$ cat config.mk
export PLATFORM = sky130hd
export DESIGN_NAME = alu_seq
export DESIGN_NICKNAME = d
export VERILOG_FILES = /design/src/rtl/alu_seq.sv
export SDC_FILE = /design/constraint.sdc
export NUM_CORES = 1
export LEC_CHECK = 0
export CAP_MARGIN = 20
export CORE_ASPECT_RATIO = 1.4
export CORE_MARGIN = 3
export CORE_UTILIZATION = 30
export DETAILED_ROUTE_END_ITERATION = 8
export PLACE_DENSITY_LB_ADDON = 0.15
export SETUP_SLACK_MARGIN = 0.15
export SLEW_MARGIN = 20
export SYNTH_ARGS = -nofsm -noshare
export SYNTH_HDL_FRONTEND = slang
export SYNTH_SLANG_ARGS = --single-unit
$ cat constraint.sdc
create_clock -name clk -period 4.6 [get_ports clk]
set_clock_uncertainty 0.1 [all_clocks]
set_input_delay 0.46 -clock clk [delete_from_list [all_inputs] [get_ports clk]]
set_output_delay 0.46 -clock clk [all_outputs]
set_load 0.05 [all_outputs]
$ cat src/rtl/alu_seq.sv
// alu_seq: small register-file sequencer that issues one command at a time
// to an external combinational ALU and writes the result back (or loads the
// compare flags) before reporting completion through a valid/ready handshake.
`timescale 1ns/1ps
module alu_seq #(
    parameter int DATA_W = 8
) (
    input  logic              clk,
    input  logic              rst_n,
    input  logic              cmd_valid,
    output logic              cmd_ready,
    input  logic [2:0]        cmd_op,
    input  logic [2:0]        cmd_rd,
    input  logic [2:0]        cmd_rs,
    input  logic [2:0]        cmd_rt,
    output logic [DATA_W-1:0] alu_op1,
    output logic [DATA_W-1:0] alu_op2,
    output logic [2:0]        alu_aluop,
    input  logic [DATA_W-1:0] alu_result,
    input  logic              alu_equal,
    input  logic              alu_less,
    output logic              done_valid,
    input  logic              done_ready,
    output logic              flag_eq,
    output logic              flag_lt,
    input  logic              ld_en,
    input  logic [2:0]        ld_addr,
    input  logic [DATA_W-1:0] ld_data,
    input  logic [2:0]        dbg_addr,
    output logic [DATA_W-1:0] dbg_data
);

    // Highest opcode that produces a register result; above it are compares.
    localparam logic [2:0] OP_LAST_ARITH = 3'b100;

    typedef enum logic [1:0] {
        IDLE  = 2'd0,
        ISSUE = 2'd1,
        WB    = 2'd2
    } state_t;

    state_t            state_q, state_d;
    logic [2:0]        op_q, op_d;
    logic [2:0]        rd_q, rd_d;
    logic [2:0]        rs_q, rs_d;
    logic [2:0]        rt_q, rt_d;
    logic [DATA_W-1:0] rf_q [8];
    logic [DATA_W-1:0] rf_d [8];
    logic              flag_eq_q, flag_eq_d;
    logic              flag_lt_q, flag_lt_d;

    // Next-state: command latch, direct loads, then ALU write-back (applied last so it wins a collision).
    always_comb begin
        state_d   = state_q;
        op_d      = op_q;
        rd_d      = rd_q;
        rs_d      = rs_q;
        rt_d      = rt_q;
        rf_d      = rf_q;
        flag_eq_d = flag_eq_q;
        flag_lt_d = flag_lt_q;

        if (ld_en) begin
            rf_d[ld_addr] = ld_data;
        end

        case (state_q)
            IDLE: begin
                if (cmd_valid) begin
                    op_d    = cmd_op;
                    rd_d    = cmd_rd;
                    rs_d    = cmd_rs;
                    rt_d    = cmd_rt;
                    state_d = ISSUE;
                end
            end
            ISSUE: begin
                if (op_q <= OP_LAST_ARITH) begin
                    rf_d[rd_q] = alu_result;
                end else begin
                    flag_eq_d = alu_equal;
                    flag_lt_d = alu_less;
                end
                state_d = WB;
            end
            WB: begin
                if (done_ready) begin
                    state_d = IDLE;
                end
            end
            default: begin
                state_d = IDLE;
            end
        endcase
    end

    // State registers; reset aborts any in-flight command and clears the register file and flags.
    always_ff @(posedge clk or negedge rst_n) begin
        if (!rst_n) begin
            state_q   <= IDLE;
            op_q      <= 3'd0;
            rd_q      <= 3'd0;
            rs_q      <= 3'd0;
            rt_q      <= 3'd0;
            flag_eq_q <= 1'b0;
            flag_lt_q <= 1'b0;
            for (int i = 0; i < 8; i++) begin
                rf_q[i] <= '0;
            end
        end else begin
            state_q   <= state_d;
            op_q      <= op_d;
            rd_q      <= rd_d;
            rs_q      <= rs_d;
            rt_q      <= rt_d;
            flag_eq_q <= flag_eq_d;
            flag_lt_q <= flag_lt_d;
            rf_q      <= rf_d;
        end
    end

    // Handshakes and ALU drive decode straight from the state register; ALU inputs are zero outside ISSUE.
    always_comb begin
        cmd_ready  = (state_q == IDLE);
        done_valid = (state_q == WB);
        alu_op1    = '0;
        alu_op2    = '0;
        alu_aluop  = 3'd0;
        if (state_q == ISSUE) begin
            alu_op1   = rf_q[rs_q];
            alu_op2   = rf_q[rt_q];
            alu_aluop = op_q;
        end
    end

    // Flag outputs and the debug read port expose the stored state directly.
    always_comb begin
        flag_eq  = flag_eq_q;
        flag_lt  = flag_lt_q;
        dbg_data = rf_q[dbg_addr];
    end

endmodule

== Word level (Yosys, flattened, before mapping) ==
Index checks and enable logic that the tools add are counted.

* Bits in latches: 0
* Memories kept: 0
* Input bits: 41
* Output and inout bits: 31
* Memory bits (writable): 0
* Memory bits (read-only): 0
* Register bits after elaboration: 80

* Divide/modulo/power cells: 0
* Multipliers: 0
* Bitwise operators: 6
* Multiplexer cells: 24
* Reductions and logical operators: 6
* Order comparisons: 8
* Equality and inequality tests: 4
* $add $sub $neg: 0
* Shifts and indexed selects: 0

{| class="wikitable"
|+ Operators by type and width
! operator !! count
|-
| 2-to-1 mux 64 bit || 3
|-
| bitwise mux 64 bit || 2
|-
| 2-to-1 mux 8 bit || 10
|-
| binary-select mux 8 bit (select 3 bit) || 3
|-
| demux 8 bit (select 3 bit) || 2
|-
| greater-or-equal comparator 4 bit (second input constant) || 5
|-
| NOT 3 -> 4 bit || 5
|-
| less-than comparator 4 x 1 -> 1 bit (second input constant) || 2
|-
| case mux 2 bit (3 select lines) || 1
|-
| AND reduction 2 bit || 3
|-
| 2-to-1 mux 2 bit || 2
|-
| <= comparator 3 bit (second input constant) || 1
|-
| 2-to-1 mux 3 bit || 1
|-
| equality test 2 x 1 -> 1 bit (second input constant) || 1
|-
| equality test 2 bit (second input constant) || 1
|-
| logical AND 1 bit || 2
|-
| zero test 2 bit || 1
|-
| != test 2 x 1 -> 1 bit (second input constant) || 1
|-
| != test 2 bit (second input constant) || 1
|-
| NOT 1 bit || 1
|}

== Logic depth before layout (Yosys ltp) ==
* Word-level depth: 10
* Gate-level depth with buffers: 5
* Mapped depth without buffers: 3

== Worst setup path after synthesis ==
No wires, ideal clock.

* Path kind: input to output
* Start point: input dbg_addr[1]
* End point: output dbg_data[0]
* Arrival time: 1.709 ns
* Stages on the path: 4
* Slack: 2.331 ns
* Path buffers: 2
* Cells stage by stage: buf_2 -> clkbuf_1 -> mux4_2 -> mux2_2

* Longest elaborated chain between the ends: 4

{| class="wikitable"
|+ Ends and longest elaborated chain
! item !! RTL line !! source
|-
| from (decl) || 29 || <nowiki>input logic [2:0] dbg_addr,</nowiki>
|-
| NOT 3 -> 4 bit (implied by the code) || 140 || <nowiki>dbg_data = rf_q[dbg_addr];</nowiki>
|-
| binary-select mux 8 bit (select 3 bit) || 140 ||
|-
| 2-to-1 mux 8 bit (implied by the code) (2 in series) || 140 ||
|-
| to (decl) || 30 || <nowiki>output logic [DATA_W-1:0] dbg_data</nowiki>
|}

Every way passes these cells. The select of a mux whose other input is x is not followed.

== Worst setup path in the final report ==
* Start point: input dbg_addr[1]
* End point: output dbg_data[6]

Same word-level chain as after synthesis.

==> results.md <==
- Worst reg2reg startpoint: state_q[1]$_DFFE_PN0P_
- Crit path time final: 3.589 ns
- Max Cap Viol: 0
- Initial DRT Pass Iterations: 5
- H-tree Lvls: 3
- Critical Path Start Type: input port
- EDFF count, synth: 0
- Drt initial violations: 351
- R2R Setup Slk: 2.32 ns
- PortBufs: 71
- RSZ-0062 raised after global routing: no
- Layout cells sized above 1: 0.3776
- Status: finished, final reports clean
- Pre-CTS WS: 1.033 ns
- M1 GR Usage: 0.2328
- End of the worst register-to-register path: rf_q[3]$_DFF_PN0_
- Crit path DAT: roughly 3.0 ns
- Slew @ Worst Pin: about 1.2 ns
- Critical Path RT: about 4 ns
- Worst path top cell family by delay: buffers and inverters
- Instance count on the critical path: 5
- GRT Total Usage: 0.1721
- Ys Warns: 0
- Diode count: 0
- Syn_area_per_cell: 12.82 sq um
- Max Fclk: around 280 MHz
- Vias in the first global route: 4126
- Die W: 120.7 um
- Row count: between 50 and 60
- Fin crit share: 0.7802
- Max-slew headroom: 0.2261
- Setup TNS: 0 ns
- Yosys cell types: 27
- Mapped Area: 0.005524 sq mm
- Largest net degree at the start of global routing: 81
- Top-area cell type share of the netlist area: 0.3624
- # fillers: 1802
- Ys async rst share: 1.000
- Post-cts resize count: 0
- Final WS setup: 1.011 ns
- Gr ovfl total: 0
- Critical path class: input port to output pin
- Synthesis-to-layout area growth: 21.95%
- Area of the die: 0.02010 sq mm
- Synth area leader: dfrtp_1
- First-pass GRT wire length: 25.81 mm
- CTS root buffer: clkbuf_16
- Clock sinks: 80
- Core area: 0.01800 sq mm
- CP bufs+invs: 3
- Storage cell area: 0.002004 sq mm
- CP max FO: 12
- Final Hold Vio Count: 0
- Top post-synthesis cells by area: dfrtp_1 (36%), mux2_2 (28%), mux2i_1 (12%), mux4_2 (6.5%), a22oi_1 (4.3%)
- Initial antenna violation count: 0
- LEAKAGE: roughly 2.8 nW
- Vias per cell: about 5.4
- CP max stage delay: 0.99 ns
- Most frequent CP cell: clkdlybuf4s50_1
- Via count: 3978
- Final Wtd Congestion: 0.7815
- Detailed Place HPWL: 10.93 mm
- Reg2reg path depth: 4
- Slowest stage cell on the critical path: clkdlybuf4s50_1
- Clock buffer depth: 2
- Final setup fails: 0
- Commonest cells post-synth: mux2_2 (137), dfrtp_1 (80), mux2i_1 (64)
- Pwr Total: 4.956 mW
- Worst vdd ir: 0.0003929 V
- Cell breakdown of the critical path: clkdlybuf4s50_1 > buf_4 > mux4_2 > mux2_2 > clkdlybuf4s50_1
- Ys flop type: dfrtp_1
- Pwr Density: 735.7 mW/mm^2
- ANT nets after route: 0
- Final net count: 527
- Synth Register Bits: 80
- Worst setup EP type: output pin
- Routed WL: 17.04 mm
- Syn nets: 472
- Clk pin slew, worst setup/hold paths: ~0.06 ns
- Number of remaining DRC errors: 0
- DR WL/cell: 23.35 um
- CTS Buf Count: 9
- # IOs: 72
- Register area share after synthesis: 0.3624
- Final-report max-slew violation count: 0
- Busiest grt layer: met2
- Post-CTS setup buffers: 0
- Initial Util: 0.3069
- GRT met3 Usage: 0.03431
- CTS tree: done
- Clock Latency Late Sink: 0.33 ns
- CTS Hold Bufs: 0
- Syn Inst Count: ~430
- Hold Crit Class: input port to async pin
- Die H: 166.6 um
- GR Util met2: 0.2738
- Area of the multi-input gates: about 0.0034 sq mm
- Count leader, synth: mux2_2
==> power breakdown <==
group	internal (mW)	total (mW)	switching [mW]
clock	0.501	0.782	0.280
sequential	1.06	1.59	0.530
combinational	1.32	2.58	1.26
total	2.89	4.96	2.07
==> final cells by class <==
class                      count  area share
clock inverter                 3    0.009658
multi-input combinational    318      0.4983
tap                          240     0.04458
inverter                       1   0.0005572
sequential                    80      0.2975
clock buffer                  12     0.03808
timing repair buffer          76      0.1113
==> state kept, by name, indices dropped and copies added, names as in the netlist <==
name,cells
rt_q,3
state_q,2
op_q,3
flag_eq,1
rf_q,64
rs_q,3
rd_q,3
flag_lt,1
==> per-stage QoR <==
step	area, sq um	cells	util	hold slack (ns)
5_1_grt	6736	730	0.3743	0.1365
3_3_place_gp	6406	715	0.3560	0.3919
6_report	6736	730	0.3743	0.03339
4_1_cts	6728	730	0.3738	0.2632
3_5_place_dp	6406	715	0.3560	0.4001
2_1_floorplan	5524	431	-	0.06441
==> per-layer routing <==
| metal | up-vias | wire length (um) | share of wire |
|---|---|---|---|
| li1 | 1775 | - | - |
| met1 | 2026 | 7634 | 0.45 |
| met4 | 0 | 376 | 0.022 |
| met5 | - | 0 | 0 |
| met2 | 154 | 8069 | 0.47 |
| met3 | 23 | 961 | 0.056 |
==> layout by cell type (no fill, tap or decap), drive strengths merged, types with 3 or more instances in the layout <==
master and count:
a22oi 32, and2 7, mux2i 64, and3 16, buf 6, mux2 150
mux4 16, nor2 5, nand3 4, clkdlybuf4s50 70, nand4b 3, dfrtp 80
nor2b 7, nand4 5, clkbuf 12
==> cells by family after synthesis <==
family	after synthesis	share of synthesized area
compound gates	34	0.04598
buf+inv	33	0.03352
mux	230	0.4870
simple gates	54	0.07112
flops	80	0.3624
==> how the worst max path moves through the flow <==
stage | startpoint | to
floorplan | dbg_addr[1] | dbg_data[0]
global placement | dbg_addr[1] | dbg_data[6]
detailed placement | dbg_addr[1] | dbg_data[5]
CTS | dbg_addr[1] | dbg_data[6]
global route | dbg_addr[1] | dbg_data[6]
finish | dbg_addr[1] | dbg_data[6]
Power figures use the tool's default switching activity.
